### src/rtl/debouncer_multi.sv
// ----------------------------------------------------------------------------
// debouncer_multi
//
// Multi-channel switch/button debouncer. Each channel has its own input
// synchroniser, a stable-time filter that produces the debounced level,
// registered rise/fall ticks and a long-press detector. A sticky per-channel
// event register collects every tick and feeds one registered interrupt.
//
// Ports
//   clk_i       clock
//   rst_i       asynchronous reset, active-low
//   sw_i        raw asynchronous switch inputs, one bit per channel
//   db_level_o  debounced level per channel
//   rise_o      1-cycle pulse when db_level goes 0->1
//   fall_o      1-cycle pulse when db_level goes 1->0
//   long_o      1-cycle pulse once the level has been high for LongPressMs
//   pend_o      sticky event flags (any of rise/fall/long)
//   clr_i       per-channel clear of pend_o (level, sampled every cycle)
//   irq_o       registered OR of pend_o
// ----------------------------------------------------------------------------
module debouncer_multi #(
    parameter int ClkFreq      = 100_000_000,
    parameter int StableTimeMs = 10,
    parameter int LongPressMs  = 1000,
    parameter int NumCh        = 4,
    parameter int SyncStages   = 2
) (
    input  logic             clk_i,
    input  logic             rst_i,
    input  logic [NumCh-1:0] sw_i,
    output logic [NumCh-1:0] db_level_o,
    output logic [NumCh-1:0] rise_o,
    output logic [NumCh-1:0] fall_o,
    output logic [NumCh-1:0] long_o,
    output logic [NumCh-1:0] pend_o,
    input  logic [NumCh-1:0] clr_i,
    output logic             irq_o
);

    localparam int CycPerMs     = ClkFreq / 1000;
    localparam int StableCycles = CycPerMs * StableTimeMs;
    localparam int CntW         = (StableCycles > 1) ? $clog2(StableCycles) : 1;
    localparam int LpW          = (LongPressMs > 0) ? $clog2(LongPressMs + 1) : 1;
    localparam int PsW          = (CycPerMs > 1) ? $clog2(CycPerMs) : 1;

    localparam logic [CntW-1:0] CntMax = CntW'(StableCycles - 1);
    localparam logic [LpW-1:0]  LpMax  = LpW'(LongPressMs);
    localparam logic [LpW-1:0]  LpPre  = LpW'(LongPressMs - 1);
    localparam logic [PsW-1:0]  PsMax  = PsW'(CycPerMs - 1);

    // ------------------------------------------------------------------------
    // Elaboration-time parameter checks
    // ------------------------------------------------------------------------
    if (ClkFreq % 1000 != 0) begin : g_chk_freq
        $error("debouncer_multi: ClkFreq must be a multiple of 1000");
    end
    if (StableCycles < 2) begin : g_chk_stable
        $error("debouncer_multi: StableCycles must be at least 2");
    end
    if (LongPressMs < 1) begin : g_chk_long
        $error("debouncer_multi: LongPressMs must be at least 1");
    end
    if (NumCh < 1) begin : g_chk_numch
        $error("debouncer_multi: NumCh must be at least 1");
    end
    if (SyncStages < 2) begin : g_chk_sync
        $error("debouncer_multi: SyncStages must be at least 2");
    end

    // ------------------------------------------------------------------------
    // Input synchroniser: the only logic that touches the raw pins
    // ------------------------------------------------------------------------
    logic [NumCh-1:0] sync_q [SyncStages];
    logic [NumCh-1:0] sw_s;

    always_ff @(posedge clk_i or negedge rst_i) begin
        if (!rst_i) begin
            for (int i = 0; i < SyncStages; i++) begin
                sync_q[i] <= '0;
            end
        end else begin
            sync_q[0] <= sw_i;
            for (int i = 1; i < SyncStages; i++) begin
                sync_q[i] <= sync_q[i-1];
            end
        end
    end

    assign sw_s = sync_q[SyncStages-1];

    // ------------------------------------------------------------------------
    // Shared millisecond prescaler, free-running from reset
    // ------------------------------------------------------------------------
    logic [PsW-1:0] ps_cnt;
    logic           ms_tick;

    assign ms_tick = (ps_cnt == PsMax);

    always_ff @(posedge clk_i or negedge rst_i) begin
        if (!rst_i) begin
            ps_cnt <= '0;
        end else if (ms_tick) begin
            ps_cnt <= '0;
        end else begin
            ps_cnt <= ps_cnt + 1'b1;
        end
    end

    // ------------------------------------------------------------------------
    // Per-channel filter and long-press detector
    // ------------------------------------------------------------------------
    for (genvar c = 0; c < NumCh; c++) begin : g_ch
        logic [CntW-1:0] cnt;
        logic [LpW-1:0]  lp;
        logic            level_q;
        logic            rise_q;
        logic            fall_q;
        logic            long_q;

        // Any sample that agrees with the current level restarts the count,
        // so the level only flips after StableCycles consecutive differing
        // samples. The edge ticks are registered alongside the level so they
        // appear in the same cycle the new level becomes visible.
        always_ff @(posedge clk_i or negedge rst_i) begin
            if (!rst_i) begin
                cnt     <= '0;
                level_q <= 1'b0;
                rise_q  <= 1'b0;
                fall_q  <= 1'b0;
            end else begin
                rise_q <= 1'b0;
                fall_q <= 1'b0;
                if (sw_s[c] == level_q) begin
                    cnt <= '0;
                end else if (cnt == CntMax) begin
                    cnt     <= '0;
                    level_q <= sw_s[c];
                    rise_q  <= sw_s[c];
                    fall_q  <= ~sw_s[c];
                end else begin
                    cnt <= cnt + 1'b1;
                end
            end
        end

        // lp saturates at LongPressMs, so long_q fires once per press.
        always_ff @(posedge clk_i or negedge rst_i) begin
            if (!rst_i) begin
                lp     <= '0;
                long_q <= 1'b0;
            end else begin
                long_q <= 1'b0;
                if (!level_q) begin
                    lp <= '0;
                end else if (ms_tick && (lp < LpMax)) begin
                    lp     <= lp + 1'b1;
                    long_q <= (lp == LpPre);
                end
            end
        end

        assign db_level_o[c] = level_q;
        assign rise_o[c]     = rise_q;
        assign fall_o[c]     = fall_q;
        assign long_o[c]     = long_q;
    end

    // ------------------------------------------------------------------------
    // Sticky event flags and interrupt; a new event wins over a clear
    // ------------------------------------------------------------------------
    always_ff @(posedge clk_i or negedge rst_i) begin
        if (!rst_i) begin
            pend_o <= '0;
            irq_o  <= 1'b0;
        end else begin
            pend_o <= (pend_o & ~clr_i) | rise_o | fall_o | long_o;
            irq_o  <= |pend_o;
        end
    end

endmodule
### config.mk
export PLATFORM = sky130hd
export DESIGN_NAME = debouncer_multi
export DESIGN_NICKNAME = d
export VERILOG_FILES = /design/src/rtl/debouncer_multi.sv
export SDC_FILE = /design/constraint.sdc
export NUM_CORES = 1
export LEC_CHECK = 0
export ABC_AREA = 0
export ABC_CLOCK_PERIOD_IN_PS = 4800
export BUFFER_PORTS_ARGS = -buffer_cell sky130_fd_sc_hd__buf_2
export CORE_MARGIN = 1
export CORE_UTILIZATION = 40
export DETAILED_ROUTE_END_ITERATION = 6
export SLEW_MARGIN = 25
export SYNTH_ARGS = -nofsm -noshare
export SYNTH_HDL_FRONTEND = slang
export SYNTH_SLANG_ARGS = --single-unit
### constraint.sdc
create_clock -name clk_i -period 4.8 [get_ports clk_i]
set_input_delay 0.96 -clock clk_i [delete_from_list [all_inputs] [get_ports clk_i]]
set_output_delay 0.96 -clock clk_i [all_outputs]
set_load 0.02 [all_outputs]
==> metrics <==
status finished, final reports clean; critical path arrival 1.46 ns; path depth of the worst reg2reg path 4; hold path cells 0; Critical Path Max Stage Delay 0.75 ns; EDFF count, synth 0; setup ws final 2.38 ns; Mean Syn Cell Area a little under 10 um2; TritonCTS clock tree yes; Worst path top cell family by delay flip-flops; synthesized net count 855; First DRT Iteration DRCs 275; CTS Hold Buffers Added 0; Avg WL per Cell 14.8 um; synthesized area 8280 um2; Antenna Violating Nets Remaining 0; Startpoint Class flip-flop; WL met3 467 um; Num CTS Buffers 17; CP max stage cell dfrtp_1; VDD IR max roughly 0.00024 V; total negative slack 0 ns; DP Area 8550 um2; most frequent cells in the layout 166 x dfrtp_1, 69 x nor2_1, 55 x nand2_1; FF-to-FF End g_ch[0].cnt[6]; WHS 0.350 ns; Top Layer Used met4; H-tree levels 4; FF/Latch Area 4150 um2; antenna violations before repair 0; GRT Total Usage between 10% and 20%; Die Span Y 146 um; metal2 WL 7410 um; Slew Limit Fails 0; non-filler cells, final roughly 1100; commonest non-fill, non-tap cell in the layout dfrtp_1; post-CTS sizing 0; Required @ worst endpoint 3.84 ns; sequential area share after synthesis around half; Placed Cells 1093; pwr dens 312 nW/um2; Die W approximately 150 um; nature of the critical path endpoint output port; Ys Warns 0; Static Leak about 3.6 nW; Peak Freq 413 MHz; Hold Startpoint sync_q[5]; Setup Fix Bufs, Post-CTS 0; P&R area growth vs syn 10.2%; clk slew on worst S/H paths 0.06 ns; Filler Cell Count 1891; Worst Hold Class flip-flop to flip-flop; post-route cell area 9120 um2; fraction of layout cells with a size suffix above 1 9.62%; Synth async-reset ratio 100%; dpl hpwl 10900 um; synthesized flop and latch total ~170; kind of critical path flip-flop to output port; max_slew headroom 37.0%; # DRC 0; clk_lat worst skew 0.42 ns; Synth top area share approximately half; predominant post-synthesis flop cell dfrtp_1; drt total wl between 15000 and 20000 um; Synth area leader dfrtp_1; worst reg2reg startpoint g_ch[0].cnt[6]; port buffer count 30; Setup WS pre-CTS 2.45 ns; die area about 21000 um2; clk sinks 166; Worst Hold Endpoint sw_s[1]; routability cong. 0.770; Clock Tree Buf Depth 2; crit-path cells buf_2; buffers plus inverters on the worst setup path 1; Via density 5.47; Worst Skew 0.0129 ns; vias between 6000 and 7000; post-route clock period utilization 50.4%; Starting Density 40.9%; grt ovf 0; Tmin final 2.42 ns; FP Rows 52; router iterations before antenna repair 4; Final setup viols 0; Mapped Cells 836; first-pass GRT wire length 29500 um; RSZ-0062 raised after global routing false; post-synth cell types 56; vias in the first global route roughly 5900; largest net degree at the start of global routing between 90 and 100; Final nets 861; Worst Tran Pin Value 0.943 ns; CTS Root Cell clkbuf_16; CP Max Fanout 21; area of the multi-input gates 3760 um2; # diodes 0; max-cap violation count 0; Core ar. just over 20000 um2; ranking of synthesized cells by area dfrtp_1 50%, xnor2_1 4.0%, nor2_1 3.1%; Boundary Pins 31; Hold Vio Cnt, Final 0; Reg2Reg Setup Slack 2.48 ns; met1 WL between 8000 and 9000 um
==> final cells by class <==
cell class | instances | area share, %
clock inverter | 10 | 1.44
inverter | 27 | 1.11
multi-input combinational | 595 | 41.2
clock buffer | 19 | 4.86
timing repair buffer | 35 | 2.13
sequential | 166 | 45.5
tap | 270 | 3.70
==> flip-flops by register name (all words and copies together) (netlist names) <==
| name | count |
|---|---|
| sync_q | 4 |
| irq_o | 1 |
| sw_s | 4 |
| ps_cnt | 17 |
| g_ch.level_q | 4 |
| g_ch.fall_q | 4 |
| g_ch.long_q | 4 |
| g_ch.cnt | 80 |
| g_ch.rise_q | 4 |
| g_ch.lp | 40 |
| pend_o | 4 |
==> worst max path at each step <==
stage	start	endpoint	slack, ns	depth (start not counted)
finish	g_ch[3].level_q	db_level_o[3]	2.38	1
global route	g_ch[0].level_q	db_level_o[0]	2.28	1
CTS	g_ch[0].level_q	db_level_o[0]	2.36	1
detailed placement	g_ch[0].cnt[15]	g_ch[0].cnt[6]	2.45	4
global placement	g_ch[0].cnt[15]	g_ch[0].cnt[5]	2.50	4
floorplan	g_ch[2].cnt[12]	g_ch[2].level_q	2.69	4
==> cells in the mapped netlist, types with 3 or more instances <==
cell,instances
a21oi_1,41
and2_1,8
and3_1,13
and4_1,8
buf_2,4
buf_4,17
clkbuf_1,24
dfrtp_1,166
ha_1,9
inv_1,26
mux2_2,3
mux2i_1,17
nand2_1,55
nand2b_1,17
nand3_1,46
nand4_1,41
nand4b_1,5
nor2_1,69
nor3_1,23
nor3b_1,6
nor4_1,28
nor4b_1,5
o2111ai_1,3
o211ai_1,3
o21a_1,4
o21ai_0,26
o31ai_1,24
or2_2,4
or3_1,17
or4_1,30
xnor2_1,38
xor2_1,28
==> metal layers <==
layer | up-vias | track usage, %
met5 | - | 0
met4 | 0 | 4.42
met3 | 13 | 3.86
met2 | 81 | 25.7
met1 | 3013 | 24.2
li1 | 3033 | -
==> cells by family after synthesis <==
kind of cell | after synthesis | synth area share (%)
buffers and inverters | 75 | 4.41
XOR/XNOR | 66 | 6.98
AND/OR/NAND/NOR | 387 | 26.0
adder cells (fa/ha/maj) | 9 | 1.36
flip-flops | 166 | 50.2
AO/OA/AOI/OAI | 112 | 8.43
multiplexers | 21 | 2.64
==> report_power, final <==
| group | internal, mW | switching (mW) | leakage, nW |
|---|---|---|---|
| logic | 0.0162 | 0.0460 | 1.01 |
| clock network | 0.820 | 0.542 | 0.284 |
| registers | 1.41 | 0.0146 | 2.28 |
==> per-stage QoR <==
stage	util, %	power [mW]
6_report	45.1	2.85
5_1_grt	45.1	2.97
4_1_cts	45.1	2.90
2_1_floorplan	-	1.47
3_3_place_gp	42.2	1.52
3_5_place_dp	42.2	1.52
Power figures use the tool's default switching activity.
